## src/rtl/avst_pkt_arbiter_if.sv

```systemverilog
// avst_pkt_arbiter_if: bundles the NUM_SRC Avalon-ST source streams and the
// single arbitrated output stream around avst_pkt_arbiter.
//   in_data/in_sop/in_eop/in_empty/in_valid  per-source stream, driven by sources
//   in_ready                                 per-source ready, driven by the arbiter
//   out_data/out_sop/out_eop/out_empty/out_valid  arbitrated stream, driven by the arbiter
//   out_ready                                downstream ready
// Modports: slave = the arbiter, master = the surrounding sources/sink.
interface avst_pkt_arbiter_if #(
  parameter int NUM_SRC = 4,
  parameter int DATA_W  = 32,
  parameter int EMPTY_W = 2
);
  logic [NUM_SRC-1:0][DATA_W-1:0]  in_data;
  logic [NUM_SRC-1:0][EMPTY_W-1:0] in_empty;
  logic [NUM_SRC-1:0]              in_sop;
  logic [NUM_SRC-1:0]              in_eop;
  logic [NUM_SRC-1:0]              in_valid;
  logic [NUM_SRC-1:0]              in_ready;

  logic [DATA_W-1:0]               out_data;
  logic [EMPTY_W-1:0]              out_empty;
  logic                            out_sop;
  logic                            out_eop;
  logic                            out_valid;
  logic                            out_ready;

  modport slave (
    input  in_data, in_empty, in_sop, in_eop, in_valid,
    output in_ready,
    output out_data, out_empty, out_sop, out_eop, out_valid,
    input  out_ready
  );

  modport master (
    output in_data, in_empty, in_sop, in_eop, in_valid,
    input  in_ready,
    input  out_data, out_empty, out_sop, out_eop, out_valid,
    output out_ready
  );
endinterface

```

## src/rtl/avst_pkt_arbiter.sv

```systemverilog
// avst_pkt_arbiter: packet-atomic round-robin arbiter sharing one Avalon-ST
// sink between NUM_SRC packet sources. The grant is held from sop to eop,
// orphan beats (valid without sop while idle) are discarded, and packets
// longer than MAX_BEATS are cut with a forced eop.
// Ports:
//   sys_clk    system clock, rising edge
//   reset_n    async active-low reset
//   st         avst_pkt_arbiter_if.slave (source streams in, arbitrated stream out)
//   grant_idx  current / last granted source
//   busy       high while a packet is in flight
//   drop_cnt   orphan beats discarded (saturating)
//   trunc_cnt  packets force-terminated (saturating)
//
//   state | meaning
//   IDLE  | nothing in flight; pick next sop requester, discard orphan beats
//   XFER  | granted source passed through to out until eop or forced eop
module avst_pkt_arbiter #(
  parameter int NUM_SRC   = 4,
  parameter int MAX_BEATS = 1024,
  parameter int CNT_W     = 16,
  localparam int IDX_W    = $clog2(NUM_SRC),
  localparam int BEAT_W   = $clog2(MAX_BEATS),
  localparam int INC_W    = $clog2(NUM_SRC + 1)
) (
  input  logic              sys_clk,
  input  logic              reset_n,
  avst_pkt_arbiter_if.slave st,
  output logic [IDX_W-1:0]  grant_idx,
  output logic              busy,
  output logic [CNT_W-1:0]  drop_cnt,
  output logic [CNT_W-1:0]  trunc_cnt
);

  typedef enum logic {IDLE, XFER} state_t;

  state_t             state, state_nx;
  logic [IDX_W-1:0]   grant_nx, rr_last, rr_last_nx, cand;
  logic [BEAT_W-1:0]  beat_cnt, beat_cnt_nx;
  logic [NUM_SRC-1:0] ready_c;
  logic [INC_W-1:0]   drop_inc;
  logic               trunc_inc, found, force_eop, beat_acc;
  logic [CNT_W:0]     drop_sum, trunc_sum;

  // Last allowed beat without a source eop gets terminated here.
  assign force_eop = (state == XFER) && (beat_cnt == BEAT_W'(MAX_BEATS - 1)) &&
                     !st.in_eop[grant_idx];
  assign beat_acc  = (state == XFER) && st.in_valid[grant_idx] && st.out_ready;

  // Pure combinational pass-through of the granted source; no datapath register.
  assign st.out_data  = st.in_data[grant_idx];
  assign st.out_sop   = st.in_sop[grant_idx];
  assign st.out_eop   = st.in_eop[grant_idx] | force_eop;
  assign st.out_empty = force_eop ? '0 : st.in_empty[grant_idx];
  assign st.out_valid = (state == XFER) && st.in_valid[grant_idx];

  // Ready is held low while in reset so no source sees a handshake then.
  assign st.in_ready = reset_n ? ready_c : '0;
  assign busy        = (state == XFER);

  always_comb begin
    state_nx    = state;
    grant_nx    = grant_idx;
    rr_last_nx  = rr_last;
    beat_cnt_nx = beat_cnt;
    ready_c     = '0;
    drop_inc    = '0;
    trunc_inc   = 1'b0;
    found       = 1'b0;
    cand        = '0;
    unique case (state)
      IDLE: begin
        for (int i = 0; i < NUM_SRC; i++) begin
          if (st.in_valid[i] && !st.in_sop[i]) begin
            ready_c[i] = 1'b1;
            drop_inc   = drop_inc + INC_W'(1);
          end
        end
        // Search starts just after the last winner so every source gets a turn.
        for (int k = 1; k <= NUM_SRC; k++) begin
          cand = IDX_W'((int'(rr_last) + k) % NUM_SRC);
          if (!found && st.in_valid[cand] && st.in_sop[cand]) begin
            found    = 1'b1;
            grant_nx = cand;
          end
        end
        if (found) begin
          rr_last_nx  = grant_nx;
          beat_cnt_nx = '0;
          state_nx    = XFER;
        end
      end
      XFER: begin
        ready_c[grant_idx] = st.out_ready;
        if (beat_acc) begin
          if (st.in_eop[grant_idx] || force_eop) begin
            trunc_inc = force_eop;
            state_nx  = IDLE;
          end else begin
            beat_cnt_nx = beat_cnt + BEAT_W'(1);
          end
        end
      end
      default: state_nx = IDLE;
    endcase
  end

  assign drop_sum  = {1'b0, drop_cnt} + (CNT_W + 1)'(drop_inc);
  assign trunc_sum = {1'b0, trunc_cnt} + (CNT_W + 1)'(trunc_inc);

  always_ff @(posedge sys_clk or negedge reset_n) begin
    if (!reset_n) begin
      state     <= IDLE;
      grant_idx <= '0;
      rr_last   <= IDX_W'(NUM_SRC - 1);
      beat_cnt  <= '0;
      drop_cnt  <= '0;
      trunc_cnt <= '0;
    end else begin
      state     <= state_nx;
      grant_idx <= grant_nx;
      rr_last   <= rr_last_nx;
      beat_cnt  <= beat_cnt_nx;
      drop_cnt  <= drop_sum[CNT_W] ? {CNT_W{1'b1}} : drop_sum[CNT_W-1:0];
      trunc_cnt <= trunc_sum[CNT_W] ? {CNT_W{1'b1}} : trunc_sum[CNT_W-1:0];
    end
  end

endmodule

```

## src/flat_wrapper.sv

```systemverilog
// flat-port wrapper written by rule: the top's interface ports become plain ports
module avst_pkt_arbiter_flat 
#(
  parameter int NUM_SRC   = 4,
  parameter int MAX_BEATS = 1024,
  parameter int CNT_W     = 16,
  localparam int IDX_W    = $clog2(NUM_SRC),
  localparam int BEAT_W   = $clog2(MAX_BEATS),
  localparam int INC_W    = $clog2(NUM_SRC + 1)
)
  (sys_clk, reset_n, grant_idx, busy, drop_cnt, trunc_cnt, st_in_data, st_in_empty, st_in_sop, st_in_eop, st_in_valid, st_in_ready, st_out_data, st_out_empty, st_out_sop, st_out_eop, st_out_valid, st_out_ready);
  avst_pkt_arbiter_if #(.NUM_SRC(NUM_SRC), .DATA_W((16)), .EMPTY_W((2))) st_i ();
  input  logic sys_clk;
  input  logic reset_n;
  output logic [IDX_W-1:0] grant_idx;
  output logic busy;
  output logic [CNT_W-1:0] drop_cnt;
  output logic [CNT_W-1:0] trunc_cnt;
  input wire logic [$bits(st_i.in_data)-1:0] st_in_data;
  input wire logic [$bits(st_i.in_empty)-1:0] st_in_empty;
  input wire logic [$bits(st_i.in_sop)-1:0] st_in_sop;
  input wire logic [$bits(st_i.in_eop)-1:0] st_in_eop;
  input wire logic [$bits(st_i.in_valid)-1:0] st_in_valid;
  output wire logic [$bits(st_i.in_ready)-1:0] st_in_ready;
  output wire logic [$bits(st_i.out_data)-1:0] st_out_data;
  output wire logic [$bits(st_i.out_empty)-1:0] st_out_empty;
  output wire logic [$bits(st_i.out_sop)-1:0] st_out_sop;
  output wire logic [$bits(st_i.out_eop)-1:0] st_out_eop;
  output wire logic [$bits(st_i.out_valid)-1:0] st_out_valid;
  input wire logic [$bits(st_i.out_ready)-1:0] st_out_ready;
  assign st_i.in_data = st_in_data;
  assign st_i.in_empty = st_in_empty;
  assign st_i.in_sop = st_in_sop;
  assign st_i.in_eop = st_in_eop;
  assign st_i.in_valid = st_in_valid;
  assign st_in_ready = st_i.in_ready;
  assign st_out_data = st_i.out_data;
  assign st_out_empty = st_i.out_empty;
  assign st_out_sop = st_i.out_sop;
  assign st_out_eop = st_i.out_eop;
  assign st_out_valid = st_i.out_valid;
  assign st_i.out_ready = st_out_ready;
  avst_pkt_arbiter #(.NUM_SRC(NUM_SRC), .MAX_BEATS(MAX_BEATS), .CNT_W(CNT_W)) u_core (.sys_clk(sys_clk), .reset_n(reset_n), .st(st_i), .grant_idx(grant_idx), .busy(busy), .drop_cnt(drop_cnt), .trunc_cnt(trunc_cnt));
endmodule
```

## config.mk

```make
export PLATFORM = sky130hd
export DESIGN_NAME = avst_pkt_arbiter_flat
export DESIGN_NICKNAME = d
export VERILOG_FILES = /design/src/rtl/avst_pkt_arbiter_if.sv /design/src/rtl/avst_pkt_arbiter.sv /design/src/flat_wrapper.sv
export SDC_FILE = /design/constraint.sdc
export NUM_CORES = 1
export LEC_CHECK = 0
export ABC_CLOCK_PERIOD_IN_PS = 6270
export BUFFER_PORTS_ARGS = -buffer_cell sky130_fd_sc_hd__buf_2
export CAP_MARGIN = 10
export CELL_PAD_IN_SITES_DETAIL_PLACEMENT = 1
export CELL_PAD_IN_SITES_GLOBAL_PLACEMENT = 2
export CORE_ASPECT_RATIO = 1.5
export CORE_MARGIN = 2
export CORE_UTILIZATION = 30
export CTS_CLUSTER_DIAMETER = 40
export DETAILED_ROUTE_END_ITERATION = 16
export GPL_ROUTABILITY_DRIVEN = 0
export PLACE_DENSITY = 0.95
export SKIP_CTS_REPAIR_TIMING = 1
export SYNTH_ARGS = -nofsm -noshare
export SYNTH_HDL_FRONTEND = slang
export SYNTH_SLANG_ARGS = --single-unit
export TNS_END_PERCENT = 1
```

## constraint.sdc

```tcl
create_clock -name sys_clk -period 6.27 [get_ports sys_clk]
set_input_delay 0 -clock sys_clk [delete_from_list [all_inputs] [get_ports sys_clk]]
set_output_delay 0 -clock sys_clk [all_outputs]
set_load 0.02 [all_outputs]
```

==> run metrics <==
die area=0.01213 mm^2; final design instance area without fill=0.004365 mm^2; sinks on the clock net=47; Worst Skew=0.009642 ns; hold crit path type=in -> reg; initial antenna violation count=0; Max Slew Vio Count=0; Min Clock Period, post-route=4.024 ns; wire length of the first global-routing pass=17150 um; final global-route overflow total=0; count of flip-flops with a built-in enable after synthesis=0; total routing resource utilization after global routing=0.1731; Final Setup Violations=0; via count of the first global-routing pass=3375; Max IR drop VDD=0.1298 mV; Clock Latency Late Sink=0.29 ns; post-CTS clock slew at the launch and capture registers of the worst setup and hold paths=0.07 ns; arrival time at the worst endpoint=4.23 ns; Detail Placement HPWL=8374 um; final design utilization=0.3970; timing-limited maximum frequency=248.5 MHz; synthesized cell area=0.003373 mm^2; CP max FO=26; Die Wd=90.58 um; RSZ-0062 raised after global routing=false; category of the worst setup path launch point=flip-flop; total of buffers placed on input and output ports=146; Nets=585; Std-Cell Core Area=0.01100 mm^2; clk buf depth=2; detailed router's first-iteration violation count=142; post-synthesis sequential element count=47; Fill cells=1344; distinct cell type count after synthesis=57; fraction of registers with async set or reset after synthesis=1.000; detailed-routing iteration count for the pre-antenna-repair pass=4; CTS buffer count=5; largest net degree at the start of global routing=52; Critical Path RT=6.48 ns; Static Leak=2.167 nW; post-DR vias/cell=5.351; Wirelength per Cell=16.84 um; starting utilization of the core area=0.3067; worst setup path class=reg -> reg; area used by multi-input combinational logic=0.002088 mm^2; Power per Cell Area=324.7 mW/mm^2; Tightest Pin Transition=1.002 ns; normalized max-slew margin=0.3320; CTS HTree Levels=2; final worst path period share=0.6417; count of antenna-violating nets left after detailed routing=0; Total Negative Setup Slacks=0 ns; FP Rows=47; root buffer cell=sky130_fd_sc_hd__clkbuf_16; number of placed I/O pins=147; combined flip-flop and latch cell area=0.001179 mm^2; # diodes=0; Die Y=133.9 um; Layout area overhead=29.41%; layout cells sized above 1=0.3768; flip-flop cell with the highest count after synthesis=sky130_fd_sc_hd__dfrtp_1; Synth Instances=351; mean post-synth cell area=9.610 um^2; endpoints failing hold=0; Via Count=3414; CP endpoint kind=flip-flop; Yosys warnings=0; result of the run=finished, final reports clean; CTS tree=yes; count of maximum capacitance violations=0; syn nets=446; total length of routed wires=10750 um; placed cell area=0.004215 mm^2; total DRC errors in the routed layout=0; share of the yosys chip area belonging to registers=0.3494
final timing paths:
| kind | end | from | slack, ns | cells past startpoint |
|---|---|---|---|---|
| worst max register to register | u_core.trunc_cnt[0] | u_core.grant_idx[1] | 2.25 | 8 |
| worst max-delay path | u_core.trunc_cnt[0] | u_core.grant_idx[1] | 2.25 | 8 |
| max in group asynchronous | u_core.trunc_cnt[4] | reset_n | 5.46 | 3 |
| worst min register to register | u_core.beat_cnt[5] | u_core.beat_cnt[5] | 0.50 | 1 |
| min in group asynchronous | u_core.drop_cnt[1] | reset_n | 0.36 | 3 |
| worst min-delay path | u_core.busy | st_in_sop[2] | 0.27 | 4 |
layout by cell type (no fill, tap or decap), types with 3 or more instances in the layout:
cell type and count:
sky130_fd_sc_hd__nor2_1 17, sky130_fd_sc_hd__o22ai_1 4, sky130_fd_sc_hd__nand2b_1 10, sky130_fd_sc_hd__xor2_1 9, sky130_fd_sc_hd__nor2b_1 8, sky130_fd_sc_hd__inv_1 5
sky130_fd_sc_hd__xnor2_1 14, sky130_fd_sc_hd__nand4_1 8, sky130_fd_sc_hd__clkbuf_16 5, sky130_fd_sc_hd__nor3_1 9, sky130_fd_sc_hd__dfrtp_1 45, sky130_fd_sc_hd__o21a_1 3
sky130_fd_sc_hd__and3_1 9, sky130_fd_sc_hd__nand3_1 19, sky130_fd_sc_hd__a21boi_0 3, sky130_fd_sc_hd__clkinv_2 3, sky130_fd_sc_hd__nor4_1 6, sky130_fd_sc_hd__ha_1 7
sky130_fd_sc_hd__and4_1 3, sky130_fd_sc_hd__or2_2 3, sky130_fd_sc_hd__and2_1 7, sky130_fd_sc_hd__mux2_2 3, sky130_fd_sc_hd__a31oi_1 4, sky130_fd_sc_hd__buf_2 146
sky130_fd_sc_hd__o21ai_0 10, sky130_fd_sc_hd__a21oi_1 19, sky130_fd_sc_hd__or3_1 5, sky130_fd_sc_hd__o31ai_1 3, sky130_fd_sc_hd__mux4_2 20, sky130_fd_sc_hd__nand2_1 45
cell usage after synthesis (8+ instances only):
master	instances	share of area
sky130_fd_sc_hd__a21oi_1	19	0.028
sky130_fd_sc_hd__and3_1	9	0.017
sky130_fd_sc_hd__clkbuf_1	11	0.012
sky130_fd_sc_hd__dfrtp_1	45	0.33
sky130_fd_sc_hd__mux4_2	20	0.13
sky130_fd_sc_hd__nand2_1	45	0.050
sky130_fd_sc_hd__nand2b_1	10	0.019
sky130_fd_sc_hd__nand3_1	19	0.028
sky130_fd_sc_hd__nand4_1	8	0.015
sky130_fd_sc_hd__nor2_1	17	0.019
sky130_fd_sc_hd__nor2b_1	8	0.015
sky130_fd_sc_hd__nor3_1	9	0.013
sky130_fd_sc_hd__o21ai_0	10	0.015
sky130_fd_sc_hd__xnor2_1	14	0.036
sky130_fd_sc_hd__xor2_1	9	0.023
through the flow:
step           setup slack (ns)  hold slack (ns)  total power, mW  std cells
3_5_place_dp              2.236           0.1659            1.167        629
5_1_grt                   1.881           0.3130            1.510        638
4_1_cts                   2.218          -0.1476            1.435        637
6_report                  2.246           0.2710            1.418        638
2_1_floorplan             3.229          -0.2956           0.9481        351
3_3_place_gp              2.420           0.1573            1.143        629
logic make-up after synthesis:
kind of cell | synth area share
and+or+nand+nor | 0.2337
AOI/OAI and AO/OA | 0.1413
DFF | 0.3494
muxes | 0.1495
xor gates and xnor gates | 0.05972
buffers and inverters | 0.03153
adders and majority gates | 0.03487
state kept, by name, summed over array words and instances (netlist names):
register,flops
u_core.drop_cnt,16
u_core.trunc_cnt,16
u_core.beat_cnt,10
u_core.grant_idx,2
u_core.rr_last,2
u_core.busy,1
area by class of cell:
type,instances,area share
Clock buffer,5,0.02866
Clock inverter,3,0.003439
Inverter,5,0.004299
Multi-Input combinational cell,282,0.4784
Sequential cell,47,0.2700
Tap cell,147,0.04213
Timing Repair Buffer,149,0.1731
routing by layer:
layer	track usage	part of all wire
met5	0	0
met4	0.07094	0.025
met3	0.03596	0.059
met2	0.3159	0.53
met1	0.1947	0.38
where the power goes:
| group | total, mW | switching (mW) | internal (mW) |
|---|---|---|---|
| Clock | 0.261 | 0.115 | 0.146 |
| Combinational | 0.705 | 0.393 | 0.312 |
| Sequential | 0.451 | 0.104 | 0.347 |
| Total | 1.42 | 0.613 | 0.805 |
critical path, cell delays in order, from the launching register on:
cell and delay (ns):
sky130_fd_sc_hd__dfrtp_1 1.00, sky130_fd_sc_hd__mux4_2 0.47, sky130_fd_sc_hd__nor4_1 0.54, sky130_fd_sc_hd__ha_1 0.29, sky130_fd_sc_hd__nand3_1 0.10, sky130_fd_sc_hd__or2_2 0.36, sky130_fd_sc_hd__nor3_1 0.41, sky130_fd_sc_hd__nand4_1 0.51
sky130_fd_sc_hd__nand2b_1 0.23
(Power assumes the default switching activity.)
